## src/rtl/spi_mem_arbiter_if.sv

```systemverilog
// Shared type encoding plus the bundle of requester and controller-side signals
// seen by the two-port SPI memory arbiter.
package spi_mem_pkg;
  typedef enum logic [1:0] {
    TYPE_IDLE       = 2'd0,
    TYPE_IMEM_READ  = 2'd1,
    TYPE_DMEM_READ  = 2'd2,
    TYPE_DMEM_WRITE = 2'd3
  } mem_type_t;
endpackage

interface spi_mem_arbiter_if;
  logic [1:0]  m0_type_in;
  logic [15:0] m0_addr_in;
  logic [7:0]  m0_wdata_in;
  logic        m0_gnt_out;
  logic        m0_done_out;
  logic [15:0] m0_rdata_out;

  logic [1:0]  m1_type_in;
  logic [15:0] m1_addr_in;
  logic [7:0]  m1_wdata_in;
  logic        m1_gnt_out;
  logic        m1_done_out;
  logic [15:0] m1_rdata_out;

  logic [15:0] ctrl_addr_out;
  logic        ctrl_addr_valid_out;
  logic [1:0]  ctrl_type_out;
  logic [7:0]  ctrl_wdata_out;
  logic [15:0] ctrl_flash_data_in;
  logic        ctrl_flash_valid_in;
  logic [7:0]  ctrl_psram_data_in;
  logic        ctrl_psram_valid_in;
  logic        ctrl_busy_in;

  logic        timeout_err_out;
  logic        owner_out;

  // Environment side: requesters and the flash controller.
  modport master (
    output m0_type_in, m0_addr_in, m0_wdata_in,
    input  m0_gnt_out, m0_done_out, m0_rdata_out,
    output m1_type_in, m1_addr_in, m1_wdata_in,
    input  m1_gnt_out, m1_done_out, m1_rdata_out,
    input  ctrl_addr_out, ctrl_addr_valid_out, ctrl_type_out, ctrl_wdata_out,
    output ctrl_flash_data_in, ctrl_flash_valid_in,
    output ctrl_psram_data_in, ctrl_psram_valid_in, ctrl_busy_in,
    input  timeout_err_out, owner_out
  );

  // Arbiter side.
  modport slave (
    input  m0_type_in, m0_addr_in, m0_wdata_in,
    output m0_gnt_out, m0_done_out, m0_rdata_out,
    input  m1_type_in, m1_addr_in, m1_wdata_in,
    output m1_gnt_out, m1_done_out, m1_rdata_out,
    output ctrl_addr_out, ctrl_addr_valid_out, ctrl_type_out, ctrl_wdata_out,
    input  ctrl_flash_data_in, ctrl_flash_valid_in,
    input  ctrl_psram_data_in, ctrl_psram_valid_in, ctrl_busy_in,
    output timeout_err_out, owner_out
  );
endinterface

```

## src/rtl/spi_mem_arbiter.sv

```systemverilog
// Round-robin two-port arbiter that sequences one transaction at a time into the
// SPI flash/PSRAM controller, with a watchdog that aborts hung transactions.
module spi_mem_arbiter
  import spi_mem_pkg::*;
#(
  parameter int TIMEOUT_CYCLES = 1023,
  parameter int CNT_W          = 10
) (
  input logic               clk_in,
  input logic               reset_in,
  spi_mem_arbiter_if.slave  bus
);

  typedef enum logic [1:0] {S_IDLE, S_ISSUE, S_WAIT} state_t;

  localparam logic [CNT_W:0] TO_LIM = (CNT_W+1)'(TIMEOUT_CYCLES);

  state_t      state;
  logic        last_owner;
  logic [CNT_W-1:0] cnt;

  logic [15:0] ctrl_addr;
  logic        ctrl_addr_valid;
  logic [1:0]  ctrl_type;
  logic [7:0]  ctrl_wdata;
  logic        gnt0, gnt1, done0, done1, timeout_err, owner;
  logic [15:0] rdata0, rdata1;

  logic        req0, req1, sel, grant;
  logic        cmp_hit, to_hit, fin, fin_err;
  logic [15:0] cmp_data, fin_data;
  logic [CNT_W:0] cnt_inc;

  always_comb begin
    req0  = bus.m0_type_in != TYPE_IDLE;
    req1  = bus.m1_type_in != TYPE_IDLE;
    // Lone requester wins outright; on a tie the port that did not go last wins.
    sel   = (req0 && req1) ? ~last_owner : req1;
    grant = (state == S_IDLE) && !bus.ctrl_busy_in && (req0 || req1);

    cmp_hit  = 1'b0;
    cmp_data = 16'h0000;
    case (ctrl_type)
      TYPE_IMEM_READ:  begin cmp_hit = bus.ctrl_flash_valid_in; cmp_data = bus.ctrl_flash_data_in; end
      TYPE_DMEM_READ:  begin cmp_hit = bus.ctrl_psram_valid_in; cmp_data = {8'h00, bus.ctrl_psram_data_in}; end
      TYPE_DMEM_WRITE: begin cmp_hit = !bus.ctrl_busy_in;       cmp_data = 16'h0000; end
      default:         begin cmp_hit = 1'b0;                    cmp_data = 16'h0000; end
    endcase
    cmp_hit = cmp_hit && (state == S_WAIT);

    // Abort on the edge that would bring the counter up to the limit.
    cnt_inc  = {1'b0, cnt} + 1'b1;
    to_hit   = (TIMEOUT_CYCLES != 0) && (state != S_IDLE) && (cnt_inc == TO_LIM);

    fin      = cmp_hit || to_hit;
    fin_err  = to_hit && !cmp_hit;
    fin_data = cmp_hit ? cmp_data : 16'hFFFF;
  end

  always_ff @(posedge clk_in or posedge reset_in) begin
    if (reset_in) begin
      state           <= S_IDLE;
      last_owner      <= 1'b1;
      cnt             <= '0;
      ctrl_addr       <= 16'h0000;
      ctrl_addr_valid <= 1'b0;
      ctrl_type       <= TYPE_IDLE;
      ctrl_wdata      <= 8'h00;
      gnt0            <= 1'b0;
      gnt1            <= 1'b0;
      done0           <= 1'b0;
      done1           <= 1'b0;
      rdata0          <= 16'h0000;
      rdata1          <= 16'h0000;
      timeout_err     <= 1'b0;
      owner           <= 1'b0;
    end else begin
      gnt0        <= 1'b0;
      gnt1        <= 1'b0;
      done0       <= 1'b0;
      done1       <= 1'b0;
      timeout_err <= 1'b0;
      case (state)
        S_IDLE: begin
          if (grant) begin
            ctrl_addr       <= sel ? bus.m1_addr_in  : bus.m0_addr_in;
            ctrl_type       <= sel ? bus.m1_type_in  : bus.m0_type_in;
            ctrl_wdata      <= sel ? bus.m1_wdata_in : bus.m0_wdata_in;
            ctrl_addr_valid <= 1'b1;
            owner           <= sel;
            last_owner      <= sel;
            gnt0            <= ~sel;
            gnt1            <= sel;
            cnt             <= '0;
            state           <= S_ISSUE;
          end
        end
        S_ISSUE, S_WAIT: begin
          if (cnt != '1) cnt <= cnt + 1'b1;
          if (fin) begin
            if (owner) begin
              done1  <= 1'b1;
              rdata1 <= fin_data;
            end else begin
              done0  <= 1'b1;
              rdata0 <= fin_data;
            end
            timeout_err     <= fin_err;
            ctrl_addr_valid <= 1'b0;
            ctrl_type       <= TYPE_IDLE;
            state           <= S_IDLE;
          end else if (state == S_ISSUE && bus.ctrl_busy_in) begin
            state <= S_WAIT;
          end
        end
        default: state <= S_IDLE;
      endcase
    end
  end

  assign bus.ctrl_addr_out       = ctrl_addr;
  assign bus.ctrl_addr_valid_out = ctrl_addr_valid;
  assign bus.ctrl_type_out       = ctrl_type;
  assign bus.ctrl_wdata_out      = ctrl_wdata;
  assign bus.m0_gnt_out          = gnt0;
  assign bus.m1_gnt_out          = gnt1;
  assign bus.m0_done_out         = done0;
  assign bus.m1_done_out         = done1;
  assign bus.m0_rdata_out        = rdata0;
  assign bus.m1_rdata_out        = rdata1;
  assign bus.timeout_err_out     = timeout_err;
  assign bus.owner_out           = owner;

endmodule

```

## src/flat_wrapper.sv

```systemverilog
// flat-port wrapper written by rule: the top's interface ports become plain ports
module spi_mem_arbiter_flat import spi_mem_pkg::*;
#(
  parameter int TIMEOUT_CYCLES = 1023,
  parameter int CNT_W          = 10
)
  (clk_in, reset_in, bus_m0_type_in, bus_m0_addr_in, bus_m0_wdata_in, bus_m0_gnt_out, bus_m0_done_out, bus_m0_rdata_out, bus_m1_type_in, bus_m1_addr_in, bus_m1_wdata_in, bus_m1_gnt_out, bus_m1_done_out, bus_m1_rdata_out, bus_ctrl_addr_out, bus_ctrl_addr_valid_out, bus_ctrl_type_out, bus_ctrl_wdata_out, bus_ctrl_flash_data_in, bus_ctrl_flash_valid_in, bus_ctrl_psram_data_in, bus_ctrl_psram_valid_in, bus_ctrl_busy_in, bus_timeout_err_out, bus_owner_out);
  spi_mem_arbiter_if bus_i ();
  input logic clk_in;
  input logic reset_in;
  input wire logic [$bits(bus_i.m0_type_in)-1:0] bus_m0_type_in;
  input wire logic [$bits(bus_i.m0_addr_in)-1:0] bus_m0_addr_in;
  input wire logic [$bits(bus_i.m0_wdata_in)-1:0] bus_m0_wdata_in;
  output wire logic [$bits(bus_i.m0_gnt_out)-1:0] bus_m0_gnt_out;
  output wire logic [$bits(bus_i.m0_done_out)-1:0] bus_m0_done_out;
  output wire logic [$bits(bus_i.m0_rdata_out)-1:0] bus_m0_rdata_out;
  input wire logic [$bits(bus_i.m1_type_in)-1:0] bus_m1_type_in;
  input wire logic [$bits(bus_i.m1_addr_in)-1:0] bus_m1_addr_in;
  input wire logic [$bits(bus_i.m1_wdata_in)-1:0] bus_m1_wdata_in;
  output wire logic [$bits(bus_i.m1_gnt_out)-1:0] bus_m1_gnt_out;
  output wire logic [$bits(bus_i.m1_done_out)-1:0] bus_m1_done_out;
  output wire logic [$bits(bus_i.m1_rdata_out)-1:0] bus_m1_rdata_out;
  output wire logic [$bits(bus_i.ctrl_addr_out)-1:0] bus_ctrl_addr_out;
  output wire logic [$bits(bus_i.ctrl_addr_valid_out)-1:0] bus_ctrl_addr_valid_out;
  output wire logic [$bits(bus_i.ctrl_type_out)-1:0] bus_ctrl_type_out;
  output wire logic [$bits(bus_i.ctrl_wdata_out)-1:0] bus_ctrl_wdata_out;
  input wire logic [$bits(bus_i.ctrl_flash_data_in)-1:0] bus_ctrl_flash_data_in;
  input wire logic [$bits(bus_i.ctrl_flash_valid_in)-1:0] bus_ctrl_flash_valid_in;
  input wire logic [$bits(bus_i.ctrl_psram_data_in)-1:0] bus_ctrl_psram_data_in;
  input wire logic [$bits(bus_i.ctrl_psram_valid_in)-1:0] bus_ctrl_psram_valid_in;
  input wire logic [$bits(bus_i.ctrl_busy_in)-1:0] bus_ctrl_busy_in;
  output wire logic [$bits(bus_i.timeout_err_out)-1:0] bus_timeout_err_out;
  output wire logic [$bits(bus_i.owner_out)-1:0] bus_owner_out;
  assign bus_i.m0_type_in = bus_m0_type_in;
  assign bus_i.m0_addr_in = bus_m0_addr_in;
  assign bus_i.m0_wdata_in = bus_m0_wdata_in;
  assign bus_m0_gnt_out = bus_i.m0_gnt_out;
  assign bus_m0_done_out = bus_i.m0_done_out;
  assign bus_m0_rdata_out = bus_i.m0_rdata_out;
  assign bus_i.m1_type_in = bus_m1_type_in;
  assign bus_i.m1_addr_in = bus_m1_addr_in;
  assign bus_i.m1_wdata_in = bus_m1_wdata_in;
  assign bus_m1_gnt_out = bus_i.m1_gnt_out;
  assign bus_m1_done_out = bus_i.m1_done_out;
  assign bus_m1_rdata_out = bus_i.m1_rdata_out;
  assign bus_ctrl_addr_out = bus_i.ctrl_addr_out;
  assign bus_ctrl_addr_valid_out = bus_i.ctrl_addr_valid_out;
  assign bus_ctrl_type_out = bus_i.ctrl_type_out;
  assign bus_ctrl_wdata_out = bus_i.ctrl_wdata_out;
  assign bus_i.ctrl_flash_data_in = bus_ctrl_flash_data_in;
  assign bus_i.ctrl_flash_valid_in = bus_ctrl_flash_valid_in;
  assign bus_i.ctrl_psram_data_in = bus_ctrl_psram_data_in;
  assign bus_i.ctrl_psram_valid_in = bus_ctrl_psram_valid_in;
  assign bus_i.ctrl_busy_in = bus_ctrl_busy_in;
  assign bus_timeout_err_out = bus_i.timeout_err_out;
  assign bus_owner_out = bus_i.owner_out;
  spi_mem_arbiter #(.TIMEOUT_CYCLES(TIMEOUT_CYCLES), .CNT_W(CNT_W)) u_core (.clk_in(clk_in), .reset_in(reset_in), .bus(bus_i));
endmodule
```

## config.mk

```make
export PLATFORM = sky130hd
export DESIGN_NAME = spi_mem_arbiter_flat
export DESIGN_NICKNAME = d
export VERILOG_FILES = /design/src/rtl/spi_mem_arbiter_if.sv /design/src/rtl/spi_mem_arbiter.sv /design/src/flat_wrapper.sv
export SDC_FILE = /design/constraint.sdc
export NUM_CORES = 1
export LEC_CHECK = 0
export BUFFER_PORTS_ARGS = -buffer_cell sky130_fd_sc_hd__buf_2
export CAP_MARGIN = 40
export CORE_MARGIN = 3
export CORE_UTILIZATION = 30
export DETAILED_ROUTE_END_ITERATION = 12
export PLACE_DENSITY = 0.54
export REMOVE_ABC_BUFFERS = 1
export SLEW_MARGIN = 20
export SYNTH_ARGS = -nofsm -noshare
export SYNTH_HDL_FRONTEND = slang
export SYNTH_SLANG_ARGS = --single-unit
export TNS_END_PERCENT = 30
```

## constraint.sdc

```tcl
create_clock -name clk_in -period 4.9 [get_ports clk_in]
set_input_delay 0.735 -clock clk_in [delete_from_list [all_inputs] [get_ports clk_in]]
set_output_delay 0.735 -clock clk_in [all_outputs]
set_load 0.03 [all_outputs]
```

# After elaboration in Yosys (flattened, before gate mapping)
# Cells that the tools add are included.
# W data, S select, Z words.
# totals
register_bits	78
inputBits	81
out_inout_bits	65
elab_cells	86
# classes
addsub	2
eq_ne	11
muxes	32
bitwise_logic	3
reduce_logical	23
# ops
cell	n
$mux W16	2
$pmux W16 S2	1
$mux W10	2
$pmux W10 S2	1
$mux W1	15
$mux W2	6
$reduce_and A3 Y1	4
$add A10 B1 Y11 const B	1
$eq A11 B10 Y1 const B	1
$add A10 B1 Y10 const B	1
$ne A10 B10 Y1 const B	1
$mux W8	1
$pmux W2 S2	2
$reduce_bool A2 Y1	4
$logic_and A1 B1 Y1	7
$eq A2 B2 Y1 const B	3
$ne A2 B1 Y1 const B	3
$eq A2 B1 Y1 const B	2
$reduce_and A2 Y1	2
$ne A3 B1 Y1 const B	1
$not A1 Y1	3
$pmux W1 S3	1
$logic_not A1 Y1	2
$logic_not A2 Y1	1
other kinds (3)	4

# Depth between registers and ports, before layout
# logic_depth
word_depth	7
depth_mapped	9
ltp_nobuf	8

# Worst setup path after synthesis
# No wires, ideal clock.
# synth_timing
kind	flip-flop to flip-flop
from	reg u_core.ctrl_type[0], in the netlist u_core.bus.ctrl_type_out[0]
to	reg u_core.rdata0[0], in the netlist u_core.bus.m0_rdata_out[0]
setup_ns	0.138
arrival_time_ns	2.188
required_time_ns	4.762
path_slack_ns	2.573
path_stages_with_launch	10
synth_period_minus_slack_ns	2.327
path_cell_list	dfrtp_1 inv_1 ha_1 buf_2 a221o_1 nor3b_1 a31oi_4 nor2_8 buf_12 a2bb2oi_2
# synth_via
elab_chain_cells	5
elab_cells_between_ends	9
# synth_rtl
item	line_no	rtl
from (decl)	spi_mem_arbiter.sv:24	logic [1:0] ctrl_type;
from (signal assigned)	spi_mem_arbiter.sv:87	ctrl_type <= sel ? bus.m1_type_in : bus.m0_type_in;
$eq A2 B2 Y1 / $eq A2 B1 Y1 (equally long branches)	spi_mem_arbiter.sv:43	case (ctrl_type)
$pmux W1 S3	spi_mem_arbiter.sv:43	
$logic_and A1 B1 Y1	spi_mem_arbiter.sv:49	cmp_hit = cmp_hit && (state == S_WAIT);
$logic_or A1 B1 Y1	spi_mem_arbiter.sv:55	fin = cmp_hit || to_hit;
$reduce_and A3 Y1 (no source line)	-	
to (signal assigned)	spi_mem_arbiter.sv:106	rdata0 <= fin_data;
to (decl)	spi_mem_arbiter.sv:27	logic [15:0] rdata0, rdata1;
# Several ways; a longest one is shown, not always the timed one.
# A chain may end at the register's enable or synchronous reset.

# Worst setup path after layout
# layout_timing
from	reg u_core.state[0]
to	reg u_core.cnt[7]
# layout_via
elab_chain_cells	5
elab_cells_between_ends	11
# layout_rtl
item	line_no	rtl
from (decl)	spi_mem_arbiter.sv:18	state_t state;
from (signal assigned)	spi_mem_arbiter.sv:62	state <= S_IDLE;
from (signal assigned)	spi_mem_arbiter.sv:95	state <= S_ISSUE;
from (signal assigned)	spi_mem_arbiter.sv:111	state <= S_IDLE;
$logic_not A2 Y1	spi_mem_arbiter.sv:39, spi_mem_arbiter.sv:83	
$logic_and A1 B1 Y1 (2 in a row)	spi_mem_arbiter.sv:39	grant = (state == S_IDLE) && !bus.ctrl_busy_in && (req0 || req1);
$ne A2 B1 Y1 (no source line)	-	
$reduce_and A3 Y1 (no source line)	-	
to (signal assigned)	spi_mem_arbiter.sv:99	if (cnt != '1) cnt <= cnt + 1'b1;
to (decl)	spi_mem_arbiter.sv:20	logic [CNT_W-1:0] cnt;
# Several ways; a longest one is shown, not always the timed one.

==> reports/metrics.csv <==
stage,metric,value,unit
global_route,grt_pass1_vias,3424,
global_route,grt_remaining_overflow,0,
yosys,ys_ff_latch,78,
critical_path,cp-start-kind,flop,
critical_path,critPathBufInv,3,
clock_network,cts_resized,0,
yosys,postSynth.asyncResetShare,100,%
sta,timing.hold.ws,0.409,ns
drt,drt-wirelength-per-cell,15.0,um
critical_path,path_max_fanout,31,
pwr,power_density,693,nW/um^2
die,coreArea,12300,um^2
drt,first_pass_iters,4,
drt,ant_nets,0,
pwr,ir_drop,257,uV
clock_network,clock_insertion_delay_worst_skew,0.33,ns
global_route,grt_pass1_wl,17100,um
yosys,netlist_instances,361,
yosys,synth.yosys.warnings,0,
clock_network,clockBufferDepth,2,
drt,viasPerCell,4.93,
clock_network,postCtsHoldBufs,0,
sta,max_freq,374,MHz
yosys,seq_area_frac_synth,50.9,%
drt,vias,3319,
sta,final-max-slew-violation-count,0,
yosys,syn_area,3840,um^2
clock_network,cts_tree,yes,
clock_network,cts_buffers,9,
yosys,dominantRegCellSynth,dfrtp_1,
yosys,synthTopCellsByArea,"dfrtp_1, nand2_1, a2bb2oi_1",
clock_network,h-tree-depth,3,
critical_path,cp_cell_sequence,inv_1 -> ha_1 -> nand3b_1 -> buf_4 -> a21oi_1 -> o21ai_1 -> buf_4 -> or4b_1 -> nand3_1,
layout,final_cell_mix,"buf_2, nand2_1, dfrtp_1",
place,io_buffers,145,
place,gp_congestion,0.786,
die,fp.dieW,119,um
clock_network,cts.clk_slew.worst_paths,0.06,ns
global_route,antenna_found_initial,0,
layout,layout_commonest_cell,buf_2,
sta,tightest_slew,0.771,ns
job,maxCapViolations,0,
hold_path,hold_class,input port to asynchronous set/reset pin,
sta,rsz0062_at_grt,no,
sta,setup_tns,0,ns
critical_path,worstPathArrival,2.93,ns
pwr,leakage,2.52,nW
die,start_util,31.3,%
layout,layout.nets,591,
place,place_hpwl,7420,um
critical_path,slowest_delay,0.50,ns
sta,relSlewSlack,48.6,%
yosys,synth_cell_types,52,
sta,fin_skew,0.00635,ns
drt,drcViolationCount,0,
clock_network,cts-root-buf,clkbuf_16,
sta,period_share,54.5,%
critical_path,worstPathRequired,5.16,ns
sta,finalHoldViolations,0,
layout,area_growth_syn_to_layout,29.8,%
critical_path,criticalPathCategory,flop to flop,
yosys,syn-mean-instance-area,10.6,um^2
pwr,finalPower,0.00345,W
outcome,status,finished clean,
die,io_pins,146,
clock_network,postCtsSetupRepairBufs,0,
critical_path,cp_top_family,simple AND/OR/NAND/NOR gates,
sta,period_needed,2.67,ns
global_route,grt_start_max_net_pins,50,
global_route,grt_use_total,14.8,%
sta,finalSetupViolations,0,
drt,routed_wl,10100,um
clock_network,clock-sinks,78,
drt,drt-initial-drc-count,188,
critical_path,end_kind,flop,
die,dieHeight,119,um
yosys,yosys.area.top_type_share,50.2,%
die,dieArea,14200,um^2
layout,drive_above_1_share,37.2,%
layout,diodes,0,
critical_path,cpMostUsedCell,buf_4,
critical_path,critPathSlowestCell,or4b_1,
yosys,synth_top_area_cell,dfrtp_1,
die,rows,40,
yosys,synth_edf_count,0,
[layout make-up]
| type | count | area, um^2 |
|---|---|---|
| flip-flops and latches | 78 | 1950 |
| clock inverters | 5 | 33.8 |
| well taps | 168 | 210 |
| fillers | 1227 | 7280 |
| clock buffers | 11 | 243 |
| repair buffers | 151 | 782 |
| inverters | 10 | 38.8 |
| multi-input cells | 250 | 1720 |
[logic make-up after synthesis]
family | count (synthesis) | synth area share [%]
simple gates | 128 | 17.2
compound gates | 108 | 22.9
flops | 78 | 50.9
buf+inv | 33 | 4.53
fa+ha+maj | 10 | 3.26
mux | 3 | 0.913
xor+xnor | 1 | 0.228
[worst reg2reg max path, cell delays in order (launching register included)]
cell and delay, ns:
dfrtp_1 0.43, inv_1 0.10, ha_1 0.31, nand3b_1 0.11, buf_4 0.25, a21oi_1 0.35, o21ai_1 0.23, buf_4 0.23
or4b_1 0.50, nand3_1 0.09
[final timing paths]
check	cells past startpoint	start	endpoint	slack [ns]
worst max-delay path	9	u_core.state[0]	u_core.cnt[7]	2.23
worst min-delay path	2	reset_in	u_core.bus.m0_gnt_out	0.41
worst max register to register	9	u_core.state[0]	u_core.cnt[7]	2.23
worst min register to register	2	u_core.bus.ctrl_addr_out[7]	u_core.bus.ctrl_addr_out[7]	0.51
max in group asynchronous	3	reset_in	u_core.bus.ctrl_addr_out[14]	3.47
min in group clk_in	2	u_core.bus.ctrl_addr_out[7]	u_core.bus.ctrl_addr_out[7]	0.51
[cells in the mapped netlist, drive strengths merged (3+ instances only)]
cell type / instances
dfrtp: 77
nand2: 77
a2bb2oi: 32
a22oi: 25
a21oi: 16
clkbuf: 12
buf: 11
o21ai: 11
ha: 10
inv: 10
a22o: 9
nand3: 9
nor2: 9
nand3b: 7
nand4: 4
nor2b: 4
nor3b: 4
a21o: 3
nand2b: 3
o221ai: 3
o22ai: 3
[metal layers]
metal  share of wire (%)  track usage, %  up-vias
met4                 1.5            4.27        0
met5                   0               0        -
li1                    -               -     1595
met3                 6.2            4.04        9
met1                  42            17.4     1614
met2                  51            26.3      101
[per-stage QoR]
step,instance area [um^2],setup WS [ns],util [%],std cells
2_1_floorplan,3700,1.97,-,338
3_3_place_gp,4660,1.87,38.0,653
3_5_place_dp,4700,2.05,38.3,657
4_1_cts,4980,2.24,40.6,673
5_1_grt,4980,1.99,40.6,673
6_report,4980,2.23,40.6,673
[flip-flops by register name, summed over array words and instances (netlist names), 2 cells and up]
signal and cells:
u_core.state 2, u_core.bus.ctrl_type_out 2, u_core.bus.ctrl_wdata_out 8, u_core.bus.m1_rdata_out 16, u_core.bus.ctrl_addr_out 16, u_core.cnt 10, u_core.bus.m0_rdata_out 16
[power by group]
group | internal [W] | total [W] | switching [W]
Combinational | 0.000593 | 0.00172 | 0.00113
Sequential | 0.000919 | 0.00111 | 0.000195
Clock | 0.000357 | 0.000613 | 0.000257
Total | 0.00187 | 0.00345 | 0.00158
(Power assumes the default switching activity.)
